## config.mk

```make
export PLATFORM = sky130hd
export DESIGN_NAME = pc_fetch_ctrl
export DESIGN_NICKNAME = d
export VERILOG_FILES = /design/src/rtl/pc_fetch_ctrl.sv
export SDC_FILE = /design/constraint.sdc
export NUM_CORES = 1
export LEC_CHECK = 0
export BUFFER_PORTS_ARGS = -buffer_cell sky130_fd_sc_hd__buf_2
export CORE_MARGIN = 1
export CORE_UTILIZATION = 46
export CTS_CLUSTER_SIZE = 10
export DETAILED_ROUTE_END_ITERATION = 7
export PLACE_DENSITY = 0.78
export SLEW_MARGIN = 20
export SYNTH_ARGS = -nofsm -noshare
export SYNTH_HDL_FRONTEND = slang
export SYNTH_SLANG_ARGS = --single-unit
```

## constraint.sdc

```tcl
create_clock -name clk -period 3 [get_ports clk]
set_input_delay 0.3 -clock clk [delete_from_list [all_inputs] [get_ports clk]]
set_output_delay 0.3 -clock clk [all_outputs]
set_load 0.02 [all_outputs]
```

## src/rtl/pc_fetch_ctrl.sv

```systemverilog
// RV32 fetch sequencer: owns the PC, issues one imem request at a time, holds the fetched word for decode.
// Optional misaligned-redirect trap is enabled by defining PC_MISALIGN_TRAP_EN.
module pc_fetch_ctrl #(
   parameter logic [31:0] RESET_PC = 32'h0000_0000,
   parameter logic [31:0] TRAP_VEC = 32'h0000_0100
) (
   input  logic        clk,
   input  logic        rst,
   output logic        imem_req,
   output logic [31:0] imem_addr,
   input  logic        imem_rvalid,
   input  logic [31:0] imem_rdata,
   input  logic        stall,
   input  logic        redirect_valid,
   input  logic [31:0] redirect_pc,
   output logic        instr_valid,
   output logic [31:0] instr,
   output logic [31:0] instr_pc,
   output logic [31:0] pc,
   output logic [31:0] retire_cnt,
   output logic        trap,
   output logic [31:0] trap_tval
);

   typedef enum logic [1:0] {BOOT, FETCH, DRAIN, DELIVER} state_t;

   state_t      state;
   logic [31:0] pend_pc;
   logic [31:0] tgt;

   function automatic logic [31:0] redirect_target(input logic [31:0] t);
`ifdef PC_MISALIGN_TRAP_EN
      redirect_target = (t[1:0] != 2'b00) ? TRAP_VEC : t;
`else
      redirect_target = {t[31:2], 2'b00};
`endif
   endfunction

   always_comb begin
      tgt = redirect_target(redirect_pc);
   end

   always_ff @(posedge clk) begin
      if (!rst) begin
         state       <= BOOT;
         pc          <= RESET_PC;
         imem_req    <= 1'b0;
         imem_addr   <= RESET_PC;
         instr_valid <= 1'b0;
         instr       <= 32'd0;
         instr_pc    <= 32'd0;
         retire_cnt  <= 32'd0;
      end else begin
         case (state)
            BOOT: begin
               state     <= FETCH;
               imem_req  <= 1'b1;
               imem_addr <= pc;
            end
            FETCH: begin
               // A response that arrives with a redirect is stale; reissue at the target.
               if (redirect_valid && imem_rvalid) begin
                  pc        <= tgt;
                  imem_addr <= tgt;
               end else if (redirect_valid) begin
                  state <= DRAIN;
               end else if (imem_rvalid) begin
                  instr       <= imem_rdata;
                  instr_pc    <= pc;
                  instr_valid <= 1'b1;
                  imem_req    <= 1'b0;
                  state       <= DELIVER;
               end
            end
            DRAIN: begin
               if (imem_rvalid) begin
                  pc        <= redirect_valid ? tgt : pend_pc;
                  imem_addr <= redirect_valid ? tgt : pend_pc;
                  state     <= FETCH;
               end
            end
            DELIVER: begin
               if (redirect_valid) begin
                  instr_valid <= 1'b0;
                  pc          <= tgt;
                  imem_req    <= 1'b1;
                  imem_addr   <= tgt;
                  state       <= FETCH;
               end else if (!stall) begin
                  instr_valid <= 1'b0;
                  pc          <= pc + 32'd4;
                  retire_cnt  <= retire_cnt + 32'd1;
                  imem_req    <= 1'b1;
                  imem_addr   <= pc + 32'd4;
                  state       <= FETCH;
               end
            end
            default: state <= BOOT;
         endcase
      end
   end

   // Redirect target held until the outstanding request drains; latest redirect wins.
   always_ff @(posedge clk) begin
      if ((state == FETCH || state == DRAIN) && redirect_valid)
         pend_pc <= tgt;
   end

`ifdef PC_MISALIGN_TRAP_EN
   always_ff @(posedge clk) begin
      if (!rst) begin
         trap      <= 1'b0;
         trap_tval <= 32'd0;
      end else begin
         trap <= 1'b0;
         if (redirect_valid && state != BOOT && redirect_pc[1:0] != 2'b00) begin
            trap      <= 1'b1;
            trap_tval <= redirect_pc;
         end
      end
   end
`else
   logic unused_trap_cfg;
   assign unused_trap_cfg = ^{TRAP_VEC, redirect_pc[1:0]};
   assign trap      = 1'b0;
   assign trap_tval = 32'd0;
`endif

endmodule

```

## Yosys cells after proc, flatten, opt, wreduce, memory -nomap -nowiden

Cells that the tools add are included.

- Reduce and logical (&&, ||, !) cells: 14
- Bitwise operators: 3
- Muxes and demuxes: 26
- $add $sub $neg: 2
- Equal/unequal tests: 10

Operators by type and width:

| kind | number |
|---|---|
| 32-bit two-way mux | 5 |
| 32-bit case mux with 4 select lines | 1 |
| 32-bit case mux with 3 select lines | 1 |
| 32-bit by 1-bit adder with 32-bit output (second input constant) | 1 |
| 32-bit by 3-bit adder with 32-bit output (second input constant) | 1 |
| 2-bit two-way mux | 6 |
| 4-bit AND reduction | 3 |
| 1-bit two-way mux | 10 |
| 2-bit inequality test (second input constant) | 5 |
| 5-bit AND reduction | 2 |
| 2-bit case mux with 4 select lines | 1 |
| 3-bit inequality test (second input constant) | 2 |
| 3-bit AND reduction | 2 |
| 3-bit nonzero test | 2 |
| 2-bit == test (second input constant) | 2 |
| 1-bit NOT | 3 |
| 1-bit case mux with 3 select lines | 1 |
| 2-bit by 1-bit == test with 1-bit output (second input constant) | 1 |
| 1-bit logical AND | 2 |
| 2-bit zero test | 1 |
| 1-bit case mux with 2 select lines | 1 |
| 2-bit nonzero test | 1 |
| 1-bit logical OR | 1 |

- Logic and storage cells: 64
- Register bits: 194
- Input bits: 69

## Logic depth before layout (Yosys ltp)

- Word-level depth: 4
- Mapped depth: 10
- Depth with buffers taken out: 8

## Worst setup path after synthesis

OpenSTA, ideal clock, no wires.

- Kind: register to register
- Start: register pc[2]
- End: register imem_addr[26]
- Arrival time: 2,218 ps
- Data required time: 2,904 ps
- Path slack: 686 ps
- Stages on the path, launching flop included: 8
- Buffers on the path: 0
- Setup time: 96 ps
- Period minus slack after synthesis: 2,314 ps
- Path through: dfxtp_1 ha_1 and4_2 nand4_4 or4_4 xnor2_2 nor3_1 o41ai_2

- Longest elaborated chain between the ends: 4

Ends and longest elaborated chain:

| item | RTL line | source |
|---|---|---|
| from (decl) | 19 | `output logic [31:0] pc,` |
| from (signal assigned) | 63 | `pc <= tgt;` |
| from (signal assigned) | 77 | `pc <= redirect_valid ? tgt : pend_pc;` |
| from (signal assigned) | 85 | `pc <= tgt;` |
| 32-bit by 3-bit adder with 32-bit output | 94 | `imem_addr <= pc + 32'd4;` |
| 32-bit two-way mux | 89 | `end else if (!stall) begin` |
| 32-bit two-way mux | 83 | `if (redirect_valid) begin` |
| 32-bit case mux with 4 select lines | 54 | `case (state)` |
| to (signal assigned) | 58 | `imem_addr <= pc;` |
| to (signal assigned) | 87 | `imem_addr <= tgt;` |
| to (signal assigned) | 94 |  |
| to (decl) | 10 | `output logic [31:0] imem_addr,` |

Every way passes these cells. The select of a mux whose other input is x is not followed.
A chain may end at the register's enable or synchronous reset.

## Worst setup path after layout

- Start: register state[1]
- End: register pc[20]

- Longest elaborated chain between the ends: 3
- Elaborated cells on any way between the ends: 9
- Those cells by class: eq/ne (6); mux (1); reduce/logical (2)

Ends and longest elaborated chain:

| item | RTL line | source |
|---|---|---|
| from (decl) | 27 | `state_t state;` |
| from (signal assigned) | 45 | `state <= BOOT;` |
| from (signal assigned) | 56 | `state <= FETCH;` |
| from (signal assigned) | 66 | `state <= DRAIN;` |
| 2-bit == test or 2-bit by 1-bit == test with 1-bit output (tied branches) | 54 |  |
| 3-bit inequality test (no line) (tied with other cells) | -- |  |
| 4-bit AND reduction (no line) | -- |  |

Parallel ways exist; a longest one is shown, timed or not.

==> impl_metrics.json <==
{
  "timing.rr.start": "state[1]",
  "synthArstFlopShare": 0,
  "nNetsFinal": 1417,
  "setup_violations": 0,
  "drtIter0Drc": 846,
  "worstPathArrival_ps": 2830,
  "drcViolationCount": 0,
  "clockBufferDepth": 2,
  "postRouteAntennaNets": 0,
  "max-vdd-ir-drop_v": 0.000465,
  "root_buffer": "clkbuf_16",
  "post_cts_buffers": 0,
  "synth.distinct_cells": 74,
  "synth_top_flop_cell": "dfxtp_1",
  "ctsResizeCount": 0,
  "post-route-min-period_ps": 2490,
  "required_ps": 3340,
  "routabilityCongestion": 0.865,
  "ios": 264,
  "die_area_um2": 21300,
  "rows": 52,
  "htreeDepth": 4,
  "r2r_end": "pc[20]",
  "fmax_ghz": 0.401,
  "wire_per_inst_um": 17.6,
  "min_to": "pend_pc[26]",
  "path_class": "flip-flop to flip-flop",
  "hpwl_um": 19000,
  "grt_pass1_wl_um": 44700,
  "grt_pass1_vias": 8615,
  "start_util": 0.471,
  "clk_pin_slew_ps": 70,
  "grt_max_degree": 64,
  "hold_depth": 1,
  "area_growth_pct": 19.4,
  "cts_tree": "done",
  "grt-ovfl-total": 0,
  "rsz0062_at_grt": "no",
  "layout-drive-gt1-share": 0.241,
  "power_leakage_nw": 4.77,
  "ys_seq_area_frac": 0.439,
  "relSlewSlack": 0.424,
  "cts_buffers": 17,
  "synth_edf_count": 30,
  "final.setup_skew_ps": 11.0,
  "setup_tns_ps": 0,
  "die_y_um": 146,
  "endpoint_kind": "flip-flop",
  "critPathMaxFanout": 11,
  "status": "complete, no violations",
  "synthCells": 1151,
  "finalMaxSlewViolations": 0,
  "fin_crit_sh": 0.830,
  "layout_commonest_cell": "buf_2",
  "start_kind": "flip-flop",
  "die_width_um": 146,
  "hp-start": "redirect_pc[26]",
  "ys_ff_latch": 194,
  "cap_violations": 0,
  "min_path_type": "input port to flip-flop",
  "rr_worst_depth": 7,
  "finalHoldViolations": 0,
  "mostFrequentLayoutCells": "buf_2 (228), nand2_1 (206), dfxtp_1 (164), a21oi_1 (129), o21ai_0 (85)",
  "cts_num_sinks": 194,
  "r2r_setup_slack_ps": 510,
  "hold_buffers": 0,
  "vias_per_cell": 5.67,
  "yosysWarnings": 0,
  "antenna_found_initial": 3,
  "pwr_density_cell_nw_per_um2": 566,
  "whs_ps": 83.5,
  "dr.pass1.iters": 7,
  "wl_um": 28500,
  "synthesis.area_um2": 9520,
  "core_area_um2": 20200,
  "vias": 9213,
  "portBuffers": 228,
  "clock_latency_ps": 440,
  "track_usage": 0.263,
  "tightest_slew_ps": 863,
  "syn_avg_cell_area_um2": 8.27
}
-- layer usage --
metal  track usage  wire [um]  vias to the layer above
li1              -          -                     4370
met1         0.334      11900                     4302
met2         0.430      13300                      475
met3        0.0558       2480                       64
met4         0.116        828                        2
met5             0         13                        -
-- worst max-delay path by stage --
stage | from | cells past startpoint | endpoint
after floorplan | pc[2] | 7 | imem_addr[26]
after global placement | state[1] | 5 | imem_addr[16]
after detailed placement | state[1] | 7 | retire_cnt[26]
after global routing | state[1] | 8 | imem_addr[30]
after CTS | state[1] | 7 | retire_cnt[26]
final | state[1] | 7 | pc[20]
-- cells in the mapped netlist, types with 11 or more instances --
cell / n / area (um^2)
a211oi_1: 11 / 82.6
a21oi_1: 129 / 646
buf_1: 14 / 52.6
buf_4: 34 / 255
clkbuf_1: 62 / 233
dfxtp_1: 164 / 3280
edfxtp_1: 30 / 901
inv_1: 22 / 82.6
mux2_2: 13 / 146
nand2_1: 207 / 777
nand3_1: 23 / 115
nand4_1: 21 / 131
nor2_1: 67 / 251
nor3_1: 21 / 105
o21ai_0: 85 / 425
xnor2_1: 16 / 140
xor2_1: 30 / 263
-- critical path, stage by stage (launching register included) --
cell	delay [ps]
dfxtp_1	410
ha_1	290
nor2b_1	450
a211oi_2	220
nand2b_1	380
buf_4	310
a21oi_1	60
a221oi_1	270
-- flip-flops by register name (all words and copies together), names as in the netlist --
register,flops
imem_addr,32
instr,32
retire_cnt,32
pend_pc,30
instr_valid,1
pc,32
instr_pc,32
state,2
imem_req,1
-- where the power goes --
group	total (W)	internal, W	switching, W
combinational	0.00117	0.000397	0.000774
sequential	0.00298	0.00280	0.000178
clock	0.00228	0.00124	0.00104
total	0.00644	0.00444	0.00199
-- cells by family (layout without fill, tap and decap cells) --
family	after synthesis	count (layout)	synth area share
compound gates	333	333	0.214
xor+xnor	47	47	0.0440
fa+ha+maj	8	8	0.0105
buf+inv	147	317	0.0745
flops	194	194	0.439
mux	17	17	0.0196
other cells	1	35	0.000394
simple gates	404	404	0.197
-- area by class of cell --
cell class / count / area [um^2]
Antenna cell: 2 / 5.00
Tap cell: 270 / 338
Clock inverter: 13 / 149
Fill cell: 1880 / 8860
Multi-Input combinational cell: 842 / 4760
Timing Repair Buffer: 262 / 1410
Inverter: 23 / 88.8
Clock buffer: 19 / 433
Sequential cell: 194 / 4180
-- metrics by stage --
step	total power, W	worst slack [ps]	cell area, um^2	cells	util
6_report	0.00644	509	11400	1625	0.562
3_3_place_gp	0.00416	445	10800	1591	0.533
4_1_cts	0.00646	516	11400	1623	0.562
5_1_grt	0.00669	318	11400	1625	0.562
3_5_place_dp	0.00419	545	10800	1591	0.533
2_1_floorplan	0.00378	686	9640	1183	-
Note: power is estimated with default switching activity, not from simulation.
